**config.mk**
```make
export PLATFORM = sky130hd
export DESIGN_NAME = seg_scan_capture
export DESIGN_NICKNAME = d
export VERILOG_FILES = /design/src/rtl/seg_scan_capture.sv
export SDC_FILE = /design/constraint.sdc
export NUM_CORES = 1
export LEC_CHECK = 0
export ABC_AREA = 0
export CORE_ASPECT_RATIO = 0.75
export CORE_MARGIN = 10
export CORE_UTILIZATION = 61
export DETAILED_ROUTE_END_ITERATION = 6
export GPL_TIMING_DRIVEN = 0
export PLACE_DENSITY = 0.95
export SLEW_MARGIN = 20
export SYNTH_ARGS = -nofsm -noshare
export SYNTH_HDL_FRONTEND = slang
export SYNTH_SLANG_ARGS = --single-unit
```
**constraint.sdc**
```tcl
create_clock -name clk -period 13.1 [get_ports clk]
set_clock_uncertainty 0.2 [all_clocks]
set_input_delay 2.62 -clock clk [delete_from_list [all_inputs] [get_ports clk]]
set_output_delay 2.62 -clock clk [all_outputs]
set_load 0.05 [all_outputs]
```
**src/rtl/seg_scan_capture.sv**
```systemverilog
// Passive multiplexed 7-segment bus receiver: settles each scanned digit, decodes it to BCD
// and publishes coherent frames. Optional macro SEG_CAPTURE_DP_EN captures decimal points.
module seg_scan_capture #(
    parameter int NUM_DIGITS    = 4,
    parameter int SETTLE_CYCLES = 4,
    parameter int FRAME_TIMEOUT = 100000
) (
    input  logic                    clk,
    input  logic                    rst,
    input  logic [7:0]              cs,
    input  logic [7:0]              seg,
    output logic [4*NUM_DIGITS-1:0] digits,
    output logic [NUM_DIGITS-1:0]   dp,
    output logic                    frame_valid,
    output logic [NUM_DIGITS-1:0]   seg_err,
    output logic                    stale
);

    localparam int SW = $clog2(SETTLE_CYCLES + 1);
    localparam int TW = $clog2(FRAME_TIMEOUT + 1);
    localparam logic [SW-1:0] SETTLE_MAX  = SW'(SETTLE_CYCLES);
    localparam logic [TW-1:0] TIMEOUT_MAX = TW'(FRAME_TIMEOUT);

`ifdef SEG_CAPTURE_DP_EN
    localparam int SEG_W = 8;
`else
    localparam int SEG_W = 7;
    logic w_unused_dp;
    assign w_unused_dp = seg[7];
`endif

    typedef enum logic [1:0] {ST_WAIT, ST_SETTLE, ST_HOLD} state_t;

    logic [7:0]            r_cs_meta, r_cs_sync, r_cs_prev;
    logic [SEG_W-1:0]      r_seg_meta, r_seg_sync;
    state_t                r_state, w_state_next;
    logic [SW-1:0]         r_settle_cnt, w_cnt_next;
    logic [TW-1:0]         r_to_cnt;
    logic [NUM_DIGITS-1:0] r_seen, w_hit;
    logic                  r_frame_valid;
    logic                  w_cs_change, w_take, w_accept, w_sample, w_full;
    logic [3:0]            w_zeros;
    logic [2:0]            w_idx;
    logic [3:0]            w_dec_val;
    logic                  w_dec_err;

    // Returns {err, value}; seg is active-high here
    function automatic logic [4:0] decode7(input logic [6:0] p);
        case (p)
            7'h3F: decode7 = 5'h00;
            7'h06: decode7 = 5'h01;
            7'h5B: decode7 = 5'h02;
            7'h4F: decode7 = 5'h03;
            7'h66: decode7 = 5'h04;
            7'h6D: decode7 = 5'h05;
            7'h7D: decode7 = 5'h06;
            7'h07: decode7 = 5'h07;
            7'h7F: decode7 = 5'h08;
            7'h6F: decode7 = 5'h09;
            7'h00: decode7 = 5'h0F;
            default: decode7 = 5'h1E;
        endcase
    endfunction

    always_ff @(posedge clk or posedge rst) begin
        if (rst) begin
            r_cs_meta  <= 8'hFF;
            r_cs_sync  <= 8'hFF;
            r_cs_prev  <= 8'hFF;
            r_seg_meta <= '1;
            r_seg_sync <= '1;
        end else begin
            r_cs_meta  <= cs;
            r_cs_sync  <= r_cs_meta;
            r_cs_prev  <= r_cs_sync;
            r_seg_meta <= ~seg[SEG_W-1:0];
            r_seg_sync <= r_seg_meta;
        end
    end

    assign w_cs_change = (r_cs_sync != r_cs_prev);

    always_comb begin
        w_state_next = r_state;
        w_cnt_next   = r_settle_cnt;
        w_take       = 1'b0;
        if (w_cs_change) begin
            w_state_next = ST_SETTLE;
            w_cnt_next   = '0;
        end else if (r_state == ST_SETTLE) begin
            w_cnt_next = r_settle_cnt + 1'b1;
            if (w_cnt_next == SETTLE_MAX) begin
                w_take       = 1'b1;
                w_state_next = ST_HOLD;
            end
        end
    end

    always_ff @(posedge clk or posedge rst) begin
        if (rst) begin
            r_state      <= ST_WAIT;
            r_settle_cnt <= '0;
        end else begin
            r_state      <= w_state_next;
            r_settle_cnt <= w_cnt_next;
        end
    end

    // Sample is valid only for a single active-low select within range
    always_comb begin
        w_zeros = 4'd0;
        w_idx   = 3'd0;
        for (int i = 0; i < 8; i++) begin
            if (!r_cs_sync[i]) begin
                w_zeros = w_zeros + 4'd1;
                w_idx   = 3'(i);
            end
        end
    end

    assign w_accept = (w_zeros == 4'd1) && (int'(w_idx) < NUM_DIGITS);
    assign w_sample = w_take && w_accept;
    assign {w_dec_err, w_dec_val} = decode7(r_seg_sync[6:0]);
    assign w_full = &r_seen;

    always_ff @(posedge clk or posedge rst) begin
        if (rst) begin
            r_seen        <= '0;
            r_frame_valid <= 1'b0;
            r_to_cnt      <= '0;
        end else begin
            r_seen        <= (w_full ? '0 : r_seen) | w_hit;
            r_frame_valid <= w_full;
            if (w_full)
                r_to_cnt <= '0;
            else if (r_to_cnt != TIMEOUT_MAX)
                r_to_cnt <= r_to_cnt + 1'b1;
        end
    end

    genvar gi;
    generate
        for (gi = 0; gi < NUM_DIGITS; gi++) begin : g_digit
            logic [3:0] r_shadow_val, r_out_val;
            logic       r_shadow_err, r_out_err;

            assign w_hit[gi] = w_sample && (w_idx == 3'(gi));

            always_ff @(posedge clk or posedge rst) begin
                if (rst) begin
                    r_shadow_val <= '0;
                    r_shadow_err <= 1'b0;
                    r_out_val    <= '0;
                    r_out_err    <= 1'b0;
                end else begin
                    if (w_hit[gi]) begin
                        r_shadow_val <= w_dec_val;
                        r_shadow_err <= w_dec_err;
                    end
                    if (w_full) begin
                        r_out_val <= r_shadow_val;
                        r_out_err <= r_shadow_err;
                    end
                end
            end

            assign digits[4*gi +: 4] = r_out_val;
            assign seg_err[gi]       = r_out_err;

`ifdef SEG_CAPTURE_DP_EN
            logic r_shadow_dp, r_out_dp;
            always_ff @(posedge clk or posedge rst) begin
                if (rst) begin
                    r_shadow_dp <= 1'b0;
                    r_out_dp    <= 1'b0;
                end else begin
                    if (w_hit[gi])
                        r_shadow_dp <= r_seg_sync[7];
                    if (w_full)
                        r_out_dp <= r_shadow_dp;
                end
            end
            assign dp[gi] = r_out_dp;
`endif
        end
    endgenerate

`ifndef SEG_CAPTURE_DP_EN
    assign dp = '0;
`endif

    assign frame_valid = r_frame_valid;
    assign stale       = (r_to_cnt == TIMEOUT_MAX);

endmodule

```
==> results of run 1 <==
-- worst paths after layout --
check / startpoint / to / cells after the start
min in group asynchronous: rst / r_seg_sync[2]$_DFF_PP1_ / 2
min: r_seg_meta[3]$_DFF_PP1_ / r_seg_sync[3]$_DFF_PP1_ / 0
max: r_to_cnt[2]$_DFFE_PP0P_ / stale / 5
min reg2reg: r_seg_meta[3]$_DFF_PP1_ / r_seg_sync[3]$_DFF_PP1_ / 0
max in group asynchronous: rst / g_digit[2].r_out_err$_DFFE_PP0P_ / 3
max reg2reg: r_cs_sync[0]$_DFF_PP1_ / g_digit[2].r_shadow_err$_DFFE_PP0P_ / 20
-- area by class of cell --
class	instances	area [um^2]	share of cell area
plain buffers	23	128.9	0.02393
clock buffers	11	141.4	0.02625
clock inverters	5	62.56	0.01162
inverters	19	76.32	0.01417
multi-input cells	264	1767	0.3281
flip-flops and latches	105	2675	0.4967
well taps	101	126.4	0.02347
repair buffers	39	407.9	0.07574
-- sequential cells by signal (all words and copies together) (netlist names) --
signal,count
frame_valid,1
g_digit.r_out_err,4
g_digit.r_out_val,16
g_digit.r_shadow_err,4
g_digit.r_shadow_val,16
r_cs_meta,8
r_cs_prev,8
r_cs_sync,8
r_seen,4
r_seg_meta,7
r_seg_sync,7
r_settle_cnt,3
r_state,2
r_to_cnt,17
-- through the flow --
stage | power [uW] | cell area (um^2) | worst slack [ns] | instances
3_3_place_gp | 394.6 | 5149 | 6.418 | 550
4_1_cts | 603.7 | 5385 | 7.642 | 567
2_1_floorplan | 385.0 | 4642 | 7.582 | 411
5_1_grt | 620.8 | 5385 | 7.478 | 567
3_5_place_dp | 399.8 | 5181 | 8.045 | 551
6_report | 598.7 | 5385 | 7.651 | 567
-- power groups by stage --
stage / Clock, uW / Sequential, uW / Combinational, uW
2_1_floorplan: 0 / 343 / 41.5
3_3_place_gp: 0 / 344 / 50.4
3_5_place_dp: 0 / 345 / 54.9
4_1_cts: 209 / 339 / 55.8
5_1_grt: 220 / 340 / 60.8
6_report: 204 / 339 / 55.4
-- logic make-up after synthesis --
| group | count (synthesis) | synth area share |
|---|---|---|
| xor gates and xnor gates | 34 | 0.07160 |
| and+or+nand+nor | 163 | 0.1635 |
| muxes | 22 | 0.06133 |
| buffers and inverters | 42 | 0.04323 |
| other | 1 | 0.0008098 |
| DFF | 105 | 0.5777 |
| adders and majority gates | 10 | 0.02702 |
| AOI/OAI and AO/OA | 31 | 0.05485 |
-- metal layers --
layer	part of all wire	track usage	wire length (um)
met1	0.43	0.1801	3604
met2	0.50	0.2573	4146
met3	0.053	0.04782	443
met4	0.013	0.05511	108
met5	0	0	0
-- placed cells by master (no fill, tap or decap), types with 11 or more instances in the layout --
cell type	synthesis	layout
inv_1	19	18
clkdlybuf4s50_1	0	38
dfrtp_1	67	67
nor2_1	31	31
nand2_1	80	80
dfstp_2	38	38
mux2_2	11	11
xor2_1	23	23
==> flow_summary.yaml, run 1 <==
worst_setup_path:
  crit_arrival_ns: 2.63
  path_cells: "or4_1 > nor2_1 > nand4_1 > inv_1 > clkdlybuf4s50_1"
  critical_path_class: "reg2out"
  max_stage_delay_ns: 0.80
  r2r_slack_ns: 8.00
  cp_max_fo: 5
  slowest_stage: "clkdlybuf4s50_1"
  worstSetupEndpointType: "primary output"
  start_kind: "flop"
  crit_buf_inv: 2
  critical_path_required_ns: 10.28
  critical-path-top-delay-family: "buffers and inverters"
routing:
  postRouteAntennaNets: 0
  dr_total_vias: 2997
  post_drt_via_cell_ratio: 5.286
  drc: 0
  wl_per_cell_um: 14.64
  drt_iter0_markers: 226
  routed_wl_mm: 8.303
  drtPass1Iterations: 4
finish:
  antenna_cells: 0
  fill_cells: 516
  drive_gt1_frac: 0.2146
  layout.nets: 489
  area_delta_synth_final_pct: 16.29
  post-route-util: 0.7312
power:
  p_comb_frac: 0.093
  sequentialPowerShare: 0.566
  pwr-share-clk: 0.341
  switchingPower_uw: 145.3
  p_int_uw: 453.4
  power_density_nw_per_um2: 111.2
  power_switching_share: 0.2426
  irDropWorstVdd_mv: 0.07633
  power.leakage_uw: 0.002607
cts:
  cts.sinks: 105
  htree_levels: 3
  numCtsBuffers: 9
  root_buffer: "clkbuf_8"
  ctsResizeCount: 0
  hold_buffers: 0
  cts_buffer_depth: 2
  cts_tree: "yes"
  postCtsSetupBuffers: 0
  worstSkewPairLatency_ns: 0.37
  clkTransAtPathRegs_ns: 0.10
placement:
  place.gp.congestion: 0.8328
  dpl.hpwl_mm: 6.003
  io_buffers: 38
die:
  dieArea_um2: 11510
  die_w_um: 120.6
  start_util: 0.6288
  fp-row-count: 27
  core_um2: 7365
  pin_count: 44
  die_h_um: 95.46
logic_synthesis:
  ys_top_cells_by_count: "80 x nand2_1, 67 x dfrtp_1, 38 x dfstp_2, 31 x nor2_1, 23 x xor2_1"
  syn_area_um2: 4631
  syn_avg_cell_area_um2: 11.35
  yosysTopAreaCell: "dfrtp_1"
  ys_async_sr_fraction: 1.000
  ys_types: 53
  synth-seq-cells: 105
  yosysMostFrequentCell: "nand2_1"
  synth_ff_type: "dfrtp_1"
  ys_seq_area_frac: 0.5777
  netlist.area_leader.share: 0.3621
  ys_warn_count: 0
  syn_inst: 408
  synth_area_leaders: "dfrtp_1 36%, dfstp_2 22%, nand2_1 6.5%"
  synth_edf_count: 0
timing:
  fin_crit_ns: 5.449
  max_freq_mhz: 183.5
  hold_viol: 0
  timing.hold.ws_ns: 0.1490
  fin_tns_setup_ns: 0
  setup-violations-final: 0
  slew_headroom: 0.5085
  tightest_slew_ns: 0.7305
  drv_slew: 0
  post-route-period-util: 0.4160
  rsz0062_at_grt: "false"
global_route:
  grt_max_degree: 68
  groute.usage.overall: 0.1518
  overflow: 0
  grt_pass1_vias: 3105
  antenna_found_initial: 0
  grt_pass1_wl_mm: 14.14
run_status:
  outcome: "finished clean"
min_path:
  hp-class: "reg2reg"
flow_run:
  drv_cap: 0
Note: power is estimated with default switching activity, not from simulation.
==> inputs of run 2 (changes only) <==
--- a/config.mk
+++ b/config.mk
@@ -8,10 +8,10 @@
 export ABC_AREA = 0
 export CORE_ASPECT_RATIO = 0.75
 export CORE_MARGIN = 10
-export CORE_UTILIZATION = 61
+export CORE_UTILIZATION = 57
 export DETAILED_ROUTE_END_ITERATION = 6
 export GPL_TIMING_DRIVEN = 0
-export PLACE_DENSITY = 0.95
+export PLACE_DENSITY = 0.9
 export SLEW_MARGIN = 20
 export SYNTH_ARGS = -nofsm -noshare
 export SYNTH_HDL_FRONTEND = slang
==> constraint.sdc (replaced) <==
create_clock -name clk -period 5.6 [get_ports clk]
set_clock_uncertainty 0.2 [all_clocks]
set_input_delay 1.12 -clock clk [delete_from_list [all_inputs] [get_ports clk]]
set_output_delay 1.12 -clock clk [all_outputs]
set_load 0.05 [all_outputs]
==> flow_summary.yaml, run 2 (synthesis gave the netlist of run 1 again) <==
min_path:
  hp-class: "reg2reg"
worst_setup_path:
  crit_buf_inv: 3
  start_kind: "flop"
  crit_arrival_ns: 5.14
  critical-path-top-delay-family: "adder cells"
  worstSetupEndpointType: "flop"
  path_cells: "inv_1 > ha_1 > xnor2_4 > ha_1 > nor2b_1 > a31oi_1 > inv_1 > ha_1 > nor2_1 > a21oi_1 > ha_1 > nor2_1 > a221oi_2 > ha_1 > nor2b_1 > xnor2_1 > a2111oi_4 > and2_1 > buf_2 > mux2_2"
  crit_top_cell: "ha_1"
  critical_path_class: "reg2reg"
  critical_path_required_ns: 5.66
  slowest_stage: "dfstp_2"
  cp_max_fo: 6
  max_stage_delay_ns: 0.58
finish:
  regMostFlops: "r_to_cnt"
  area_delta_synth_final_pct: 16.37
  fill_cells: 562
  largest_register_ffs: 17
  drive_gt1_frac: 0.2146
  layout_common_cells: "80 x nand2_1, 67 x dfrtp_1, 38 x clkdlybuf4s50_1, 38 x dfstp_2, 31 x nor2_1"
  antenna_cells: 0
  layout.nets: 489
  reg_top3: "r_to_cnt (17), g_digit.r_out_val (16), g_digit.r_shadow_val (16)"
  final_common_cell: "nand2_1"
routing:
  post_drt_via_cell_ratio: 5.212
  drtPass1Iterations: 4
  drc: 0
  wl_per_cell_um: 14.47
  routed_wl_mm: 8.265
  dr_total_vias: 2976
  drt_iter0_markers: 213
  postRouteAntennaNets: 0
timing:
  slew_headroom: 0.5552
  rsz0062_at_grt: "false"
  setup-violations-final: 0
  post-route-period-util: 0.9078
  hold_viol: 0
  max_freq_mhz: 196.7
  fin_tns_setup_ns: 0
  fin_crit_ns: 5.084
  drv_slew: 0
  timing.hold.ws_ns: 0.1413
  tightest_slew_ns: 0.6611
global_route:
  antenna_found_initial: 0
  overflow: 0
  grt_pass1_vias: 3032
  groute.usage.overall: 0.1423
  grt_max_degree: 88
  grt_pass1_wl_mm: 14.05
cts:
  clkTransAtPathRegs_ns: 0.11
  worstSkewPairLatency_ns: 0.38
  cts_tree: "yes"
  cts.sinks: 105
  cts_buffer_depth: 2
  numCtsBuffers: 9
  root_buffer: "clkbuf_8"
  htree_levels: 3
  hold_buffers: 0
  ctsResizeCount: 0
  postCtsSetupBuffers: 0
die:
  die_w_um: 124.1
  dieArea_um2: 12170
  core_um2: 7883
  fp-row-count: 28
  start_util: 0.5875
  die_h_um: 98.06
  pin_count: 44
flow_run:
  drv_cap: 0
power:
  power.leakage_uw: 0.002609
  power_density_nw_per_um2: 258.7
  irDropWorstVdd_mv: 0.2212
placement:
  place.gp.congestion: 0.8194
  dpl.hpwl_mm: 6.028
  io_buffers: 38
run_status:
  outcome: "finished clean"
==> run 2: cell types whose count changed in the layout (fill, tap and decap cells not counted), sizes merged <==
cell      change
clkbuf        -1
clkinv        +2
clkinvlp      -1
==> run 2: routing by layer <==
| metal | up-vias | wire length, um | global-route usage |
|---|---|---|---|
| met1 | 1478 | 3604 | 0.1751 |
| met4 | 0 | 118 | 0.04770 |
| met3 | 11 | 484 | 0.04258 |
| met2 | 62 | 4058 | 0.2326 |
| li1 | 1425 | - | - |
| met5 | - | 0 | 0 |
==> run 2: final timing paths <==
path | cells after the start | to | from | slack (ns)
min | 0 | r_seg_sync[4]$_DFF_PP1_ | r_seg_meta[4]$_DFF_PP1_ | 0.14
min in group asynchronous | 2 | r_to_cnt[2]$_DFFE_PP0P_ | rst | 0.83
min reg2reg | 0 | r_seg_sync[4]$_DFF_PP1_ | r_seg_meta[4]$_DFF_PP1_ | 0.14
max in group asynchronous | 3 | r_seg_sync[0]$_DFF_PP1_ | rst | 3.72
max reg2reg | 20 | g_digit[2].r_shadow_val[3]$_DFFE_PP0P_ | r_cs_sync[0]$_DFF_PP1_ | 0.52
max | 20 | g_digit[2].r_shadow_val[3]$_DFFE_PP0P_ | r_cs_sync[0]$_DFF_PP1_ | 0.52
==> run 2: stage by stage <==
stage	power [uW]	setup slack, ns	cell area (um^2)	util	instances
3_3_place_gp	923.9	0.3272	5154	0.6538	554
5_1_grt	1452	0.1605	5389	0.6837	571
2_1_floorplan	900.6	0.8950	4642	-	411
3_5_place_dp	935.3	0.4901	5186	0.6579	555
4_1_cts	1405	0.4648	5389	0.6837	571
6_report	1394	0.5164	5389	0.6837	571
==> run 2: cell type report <==
cell class | count | area [um^2] | area share
sequential | 105 | 2675 | 0.4964
inverter | 19 | 76.32 | 0.01416
timing repair buffer | 39 | 407.9 | 0.07569
clock buffer | 10 | 127.6 | 0.02368
tap | 105 | 131.4 | 0.02438
clock inverter | 6 | 75.07 | 0.01393
buffer | 23 | 128.9 | 0.02391
multi-input combinational | 264 | 1767 | 0.3278
==> run 2: power breakdown <==
| part | switching, uW | total, uW | internal (uW) |
|---|---|---|---|
| combinational | 72.2 | 128 | 55.6 |
| clock | 261 | 474 | 213 |
| sequential | 9.28 | 792 | 783 |
| total | 342 | 1390 | 1050 |
==> inputs of run 3 (changes only) <==
==> constraint.sdc (replaced) <==
create_clock -name clk -period 5.6 [get_ports clk]
set_clock_uncertainty 0.2 [all_clocks]
set_input_delay 0.56 -clock clk [delete_from_list [all_inputs] [get_ports clk]]
set_output_delay 0.56 -clock clk [all_outputs]
set_load 0.05 [all_outputs]
==> results of run 3 <==
The final DEF is identical to that of run 2. Status: finished clean.
